### config.mk
export PLATFORM = sky130hd
export DESIGN_NAME = seg_scan_ctrl
export DESIGN_NICKNAME = d
export VERILOG_FILES = /design/src/rtl/seg_scan_ctrl.sv
export SDC_FILE = /design/constraint.sdc
export NUM_CORES = 1
export LEC_CHECK = 0
export CAP_MARGIN = 20
export CORE_ASPECT_RATIO = 1.25
export CORE_UTILIZATION = 45
export DETAILED_ROUTE_END_ITERATION = 12
export GPL_ROUTABILITY_DRIVEN = 0
export PLACE_DENSITY = 0.67
export SETUP_SLACK_MARGIN = 0.15
export SYNTH_ARGS = -nofsm -noshare
export SYNTH_HDL_FRONTEND = slang
export SYNTH_SLANG_ARGS = --single-unit
### constraint.sdc
create_clock -name clk -period 2.6 [get_ports clk]
set_input_delay 0.52 -clock clk [delete_from_list [all_inputs] [get_ports clk]]
set_output_delay 0.52 -clock clk [all_outputs]
set_load 0.02 [all_outputs]
### src/rtl/seg_scan_ctrl.sv
// Four-digit multiplexed 7-segment scan controller with guard gaps, frame-synchronous
// display update and leading-zero / invalid-code blanking.
module seg_scan_ctrl #(
    parameter int unsigned DIV   = 50000,
    parameter int unsigned GUARD = 8
) (
    input  logic        clk,
    input  logic        reset,
    input  logic        ld,
    input  logic [15:0] bcd_in,
    input  logic        lz_en,
    output logic [3:0]  an,
    output logic [3:0]  hex,
    output logic        pending,
    output logic        frame_tick
);

    localparam int unsigned CMAX = (DIV > GUARD) ? DIV : GUARD;
    localparam int unsigned CW   = $clog2(CMAX);

    localparam logic [CW-1:0] DIV_LAST   = CW'(DIV - 1);
    localparam logic [CW-1:0] GUARD_LAST = CW'(GUARD - 1);

    localparam logic [1:0] ST_GUARD = 2'd0;
    localparam logic [1:0] ST_SHOW  = 2'd1;

    logic [1:0]    state;
    logic [1:0]    idx;
    logic [CW-1:0] cnt;
    logic [15:0]   disp;
    logic [15:0]   shadow;
    logic          lz_q;
    logic          boundary;
    logic          lz_blank;
    logic          blank;
    logic          z1, z2, z3;

    assign boundary = (state == ST_SHOW) && (idx == 2'd3) && (cnt == DIV_LAST);

    always_ff @(posedge clk) begin
        if (reset) begin
            state   <= ST_GUARD;
            idx     <= '0;
            cnt     <= '0;
            disp    <= '0;
            shadow  <= '0;
            pending <= 1'b0;
            lz_q    <= 1'b0;
        end else begin
            lz_q <= lz_en;

            case (state)
                ST_GUARD: begin
                    if (cnt == GUARD_LAST) begin
                        state <= ST_SHOW;
                        cnt   <= '0;
                    end else begin
                        cnt <= cnt + CW'(1);
                    end
                end
                ST_SHOW: begin
                    if (cnt == DIV_LAST) begin
                        state <= ST_GUARD;
                        cnt   <= '0;
                        idx   <= idx + 2'd1;
                    end else begin
                        cnt <= cnt + CW'(1);
                    end
                end
                default: begin
                    state <= ST_GUARD;
                    idx   <= '0;
                    cnt   <= '0;
                end
            endcase

            // A strobe landing on the boundary bypasses shadow so it is shown at once.
            if (boundary) begin
                if (ld) begin
                    disp   <= bcd_in;
                    shadow <= bcd_in;
                end else if (pending) begin
                    disp <= shadow;
                end
                pending <= 1'b0;
            end else if (ld) begin
                shadow  <= bcd_in;
                pending <= 1'b1;
            end
        end
    end

    assign hex = disp[{idx, 2'b00} +: 4];

    assign z3 = (disp[15:12] == 4'd0);
    assign z2 = z3 && (disp[11:8] == 4'd0);
    assign z1 = z2 && (disp[7:4] == 4'd0);

    always_comb begin
        lz_blank = 1'b0;
        case (idx)
            2'd1:    lz_blank = z1;
            2'd2:    lz_blank = z2;
            2'd3:    lz_blank = z3;
            default: lz_blank = 1'b0;
        endcase
    end

    assign blank      = (hex > 4'd9) || (lz_q && lz_blank);
    assign an         = ((state == ST_SHOW) && !blank) ? ~(4'b0001 << idx) : 4'b1111;
    assign frame_tick = boundary;

endmodule

==> flow_summary.yaml <==
clock_tree:
  cts_tree: "done"
  clock-sinks: 53
  cts_buffers: 5
  clock_path_buffers: 2
  htree_levels: 2
  clk_latency_ns: 0.31
  clk_pin_slew_ns: 0.09
  ctsHoldBuffers: 0
  cts-root-buf: "clkbuf_8"
grt:
  grt_pass1_vias: 1674
  overflow: 0
  grt_max_degree: 40
  grt_use_total_pct: 18.29
  antenna_found_initial: 0
  grt_pass1_wl_um: 7928
die:
  die_area_sq_um: 5756
  ios: 30
  dieHeight_um: 84.58
  initial_core_util_pct: 47.64
  core_sq_um: 5152
  rows: 29
  die_x_um: 68.06
synth:
  ys_ff_latch: 53
  synth_edf_count: 0
  synthFlopType: "dfxtp_1"
  synth_area_leaders: "dfxtp_1, mux2i_1, mux2_4, nor2b_1, nor3_1"
  syn_area_sq_um: 2455
  yosysSeqAreaShare_pct: 43.22
  yosysUniqueCellTypes: 43
  async_flop_share_pct: 0
  synth_top_cell_by_area: "dfxtp_1"
  synth_nets: 261
  yosys_warnings: 0
  syn_avg_cell_area_sq_um: 10.45
  syn_inst: 235
  post-synth-top-area-fraction_pct: 43.22
worst_setup_path:
  cpPeakStageDelay_ns: 0.55
  crit_path_max_fanout: 6
  path_delay_family: "buffers and inverters"
  critical_path_buf_inv_count: 2
  crit_path_end_kind: "primary output"
  critical_path_arrival_ns: 1.84
  r2r_cells: 7
  worstSetupStartpointType: "flop"
  cpMaxStageDelayCell: "clkdlybuf4s50_1"
  cp.depth: 3
  path_class: "flop to primary output"
  worstPathRequired_ns: 2.08
  path_cells: "buf_4 -> mux4_2 -> clkdlybuf4s50_1"
layout:
  area_growth_syn_to_layout_pct: 18.20
  final_nets: 292
  seq_area_sq_um: 1066
  drive_gt1_share_pct: 19.85
  finish.instance_area_sq_um: 2902
  fillCellCount: 477
  diodes: 0
  multi_input_area_sq_um: 1308
routing:
  vias: 1735
  first_iter_violations: 104
  ant_nets: 0
  drc: 0
  drt_wl_total_um: 4721
  wire_per_inst_um: 14.35
  dr.pass1.iters: 4
  via_per_inst: 5.274
pwr:
  swShare_pct: 23.16
  clkPwrFrac_pct: 33.6
  leakage_nw: 1.110
  power_w: 0.001402
  p_int_w: 0.001078
  comb_power_share_pct: 6.6
  vdd.ir_drop.worst_uv: 308.8
  power.switching_w: 0.0003248
  seqPwrFrac_pct: 59.8
  power_density_nw_per_um2: 483.4
placement:
  placed_area_sq_um: 2803
  dp_hpwl_um: 3425
  place_ws_ns: -0.004241
  port-buffer-count: 29
min_path:
  holdPathStages: 1
  hold_class: "flop to flop"
timing:
  fin_crit_ns: 2.358
  finalMaxSlewViolations: 0
  period_share_pct: 90.70
  max-slew-margin-rel_pct: 60.83
  hold_viol_final: 0
  fmax_ghz: 0.4241
  post-route-worst-setup-slack_ns: 0.2419
  clock-skew-final_ns: 0.01518
  setup_viol: 0
  worst_slew_pin_slew_ns: 0.5822
  rsz0062_at_grt: "false"
outcome:
  outcome: "complete, no violations"
job:
  max_cap_violations: 0
[what timing repair did]
item | in CTS | in global routing
resized for setup | 17 | 9
buffers inserted | 0 | 0
setup endpoints to repair | 6 | 5
pin swaps | 0 | 2
[power groups by stage]
stage	logic (W)	clock network [W]	registers, W
CTS	0.0000954	0.000492	0.000839
global placement	0.0000934	0	0.000858
global route	0.000103	0.000525	0.000841
floorplan	0.0000515	0	0.000858
detailed placement	0.0000950	0	0.000859
finish	0.0000931	0.000471	0.000838
[metrics by stage]
stage / util, % / setup TNS [ns] / hold WS [ns] / cells
5_1_grt: 56.31 / 0 / 0.4909 / 329
3_3_place_gp: 54.40 / 0 / 0.4449 / 321
3_5_place_dp: 54.40 / -0.006801 / 0.4592 / 321
6_report: 56.31 / 0 / 0.4669 / 329
2_1_floorplan: - / 0 / 0.4332 / 235
4_1_cts: 56.48 / 0 / 0.4731 / 329
[layout make-up]
type	instances	area share (%)
repair buffers	37	11.90
clock buffers	5	2.372
flip-flops and latches	53	36.74
inverters	3	0.3881
well taps	62	2.674
clock inverters	3	0.8624
multi-input cells	166	45.06
[synth_stat cells, drive strengths merged (4+ instances only)]
cell    n
dfxtp  53
nor2   20
nor3   20
nor2b  17
mux2   16
mux2i  16
nand3  11
buf    10
xor2    7
ha      6
xnor2   6
nor4    5
and2    4
and4    4
mux4    4
nand2   4
nand4   4
o21ai   4
[registers in the layout, summed over array words and instances, names as in the netlist]
register  flops
lz_q          1
shadow       16
idx           2
cnt          16
state         1
pending       1
disp         16
[metal layers]
metal	vias up	track usage, %	wire length, um
li1	889	-	-
met1	815	21.53	2077
met2	24	31.73	2407
met3	7	4.212	157
met4	0	5.682	78
met5	-	0	0
[layout by cell type, fill, tap and decap left out, types with 4 or more instances in the layout]
| master | n |
|---|---|
| mux2_2 | 6 |
| nor3_1 | 19 |
| nand4_1 | 4 |
| buf_4 | 8 |
| clkdlybuf4s50_1 | 24 |
| nor4_1 | 4 |
| mux2_4 | 10 |
| nand2_1 | 4 |
| nor2b_1 | 17 |
| ha_1 | 6 |
| xor2_1 | 7 |
| mux4_2 | 4 |
| xnor2_1 | 6 |
| clkbuf_8 | 5 |
| nand3_1 | 11 |
| mux2i_1 | 16 |
| nor2_1 | 20 |
| dfxtp_1 | 51 |
[logic make-up after synthesis]
| family | synth area share, % |
|---|---|
| fa+ha+maj | 3.058 |
| simple gates | 22.48 |
| xor+xnor | 4.638 |
| mux | 19.06 |
| buf+inv | 4.230 |
| compound gates | 3.313 |
| flops | 43.22 |
[final timing paths]
path / end / start / slack, ns
min: cnt[0] / cnt[0] / 0.47
max: hex[0] / idx[0] / 0.24
min reg2reg: cnt[0] / cnt[0] / 0.47
max reg2reg: disp[4] / cnt[0] / 0.46
Note: power is estimated with default switching activity, not from simulation.
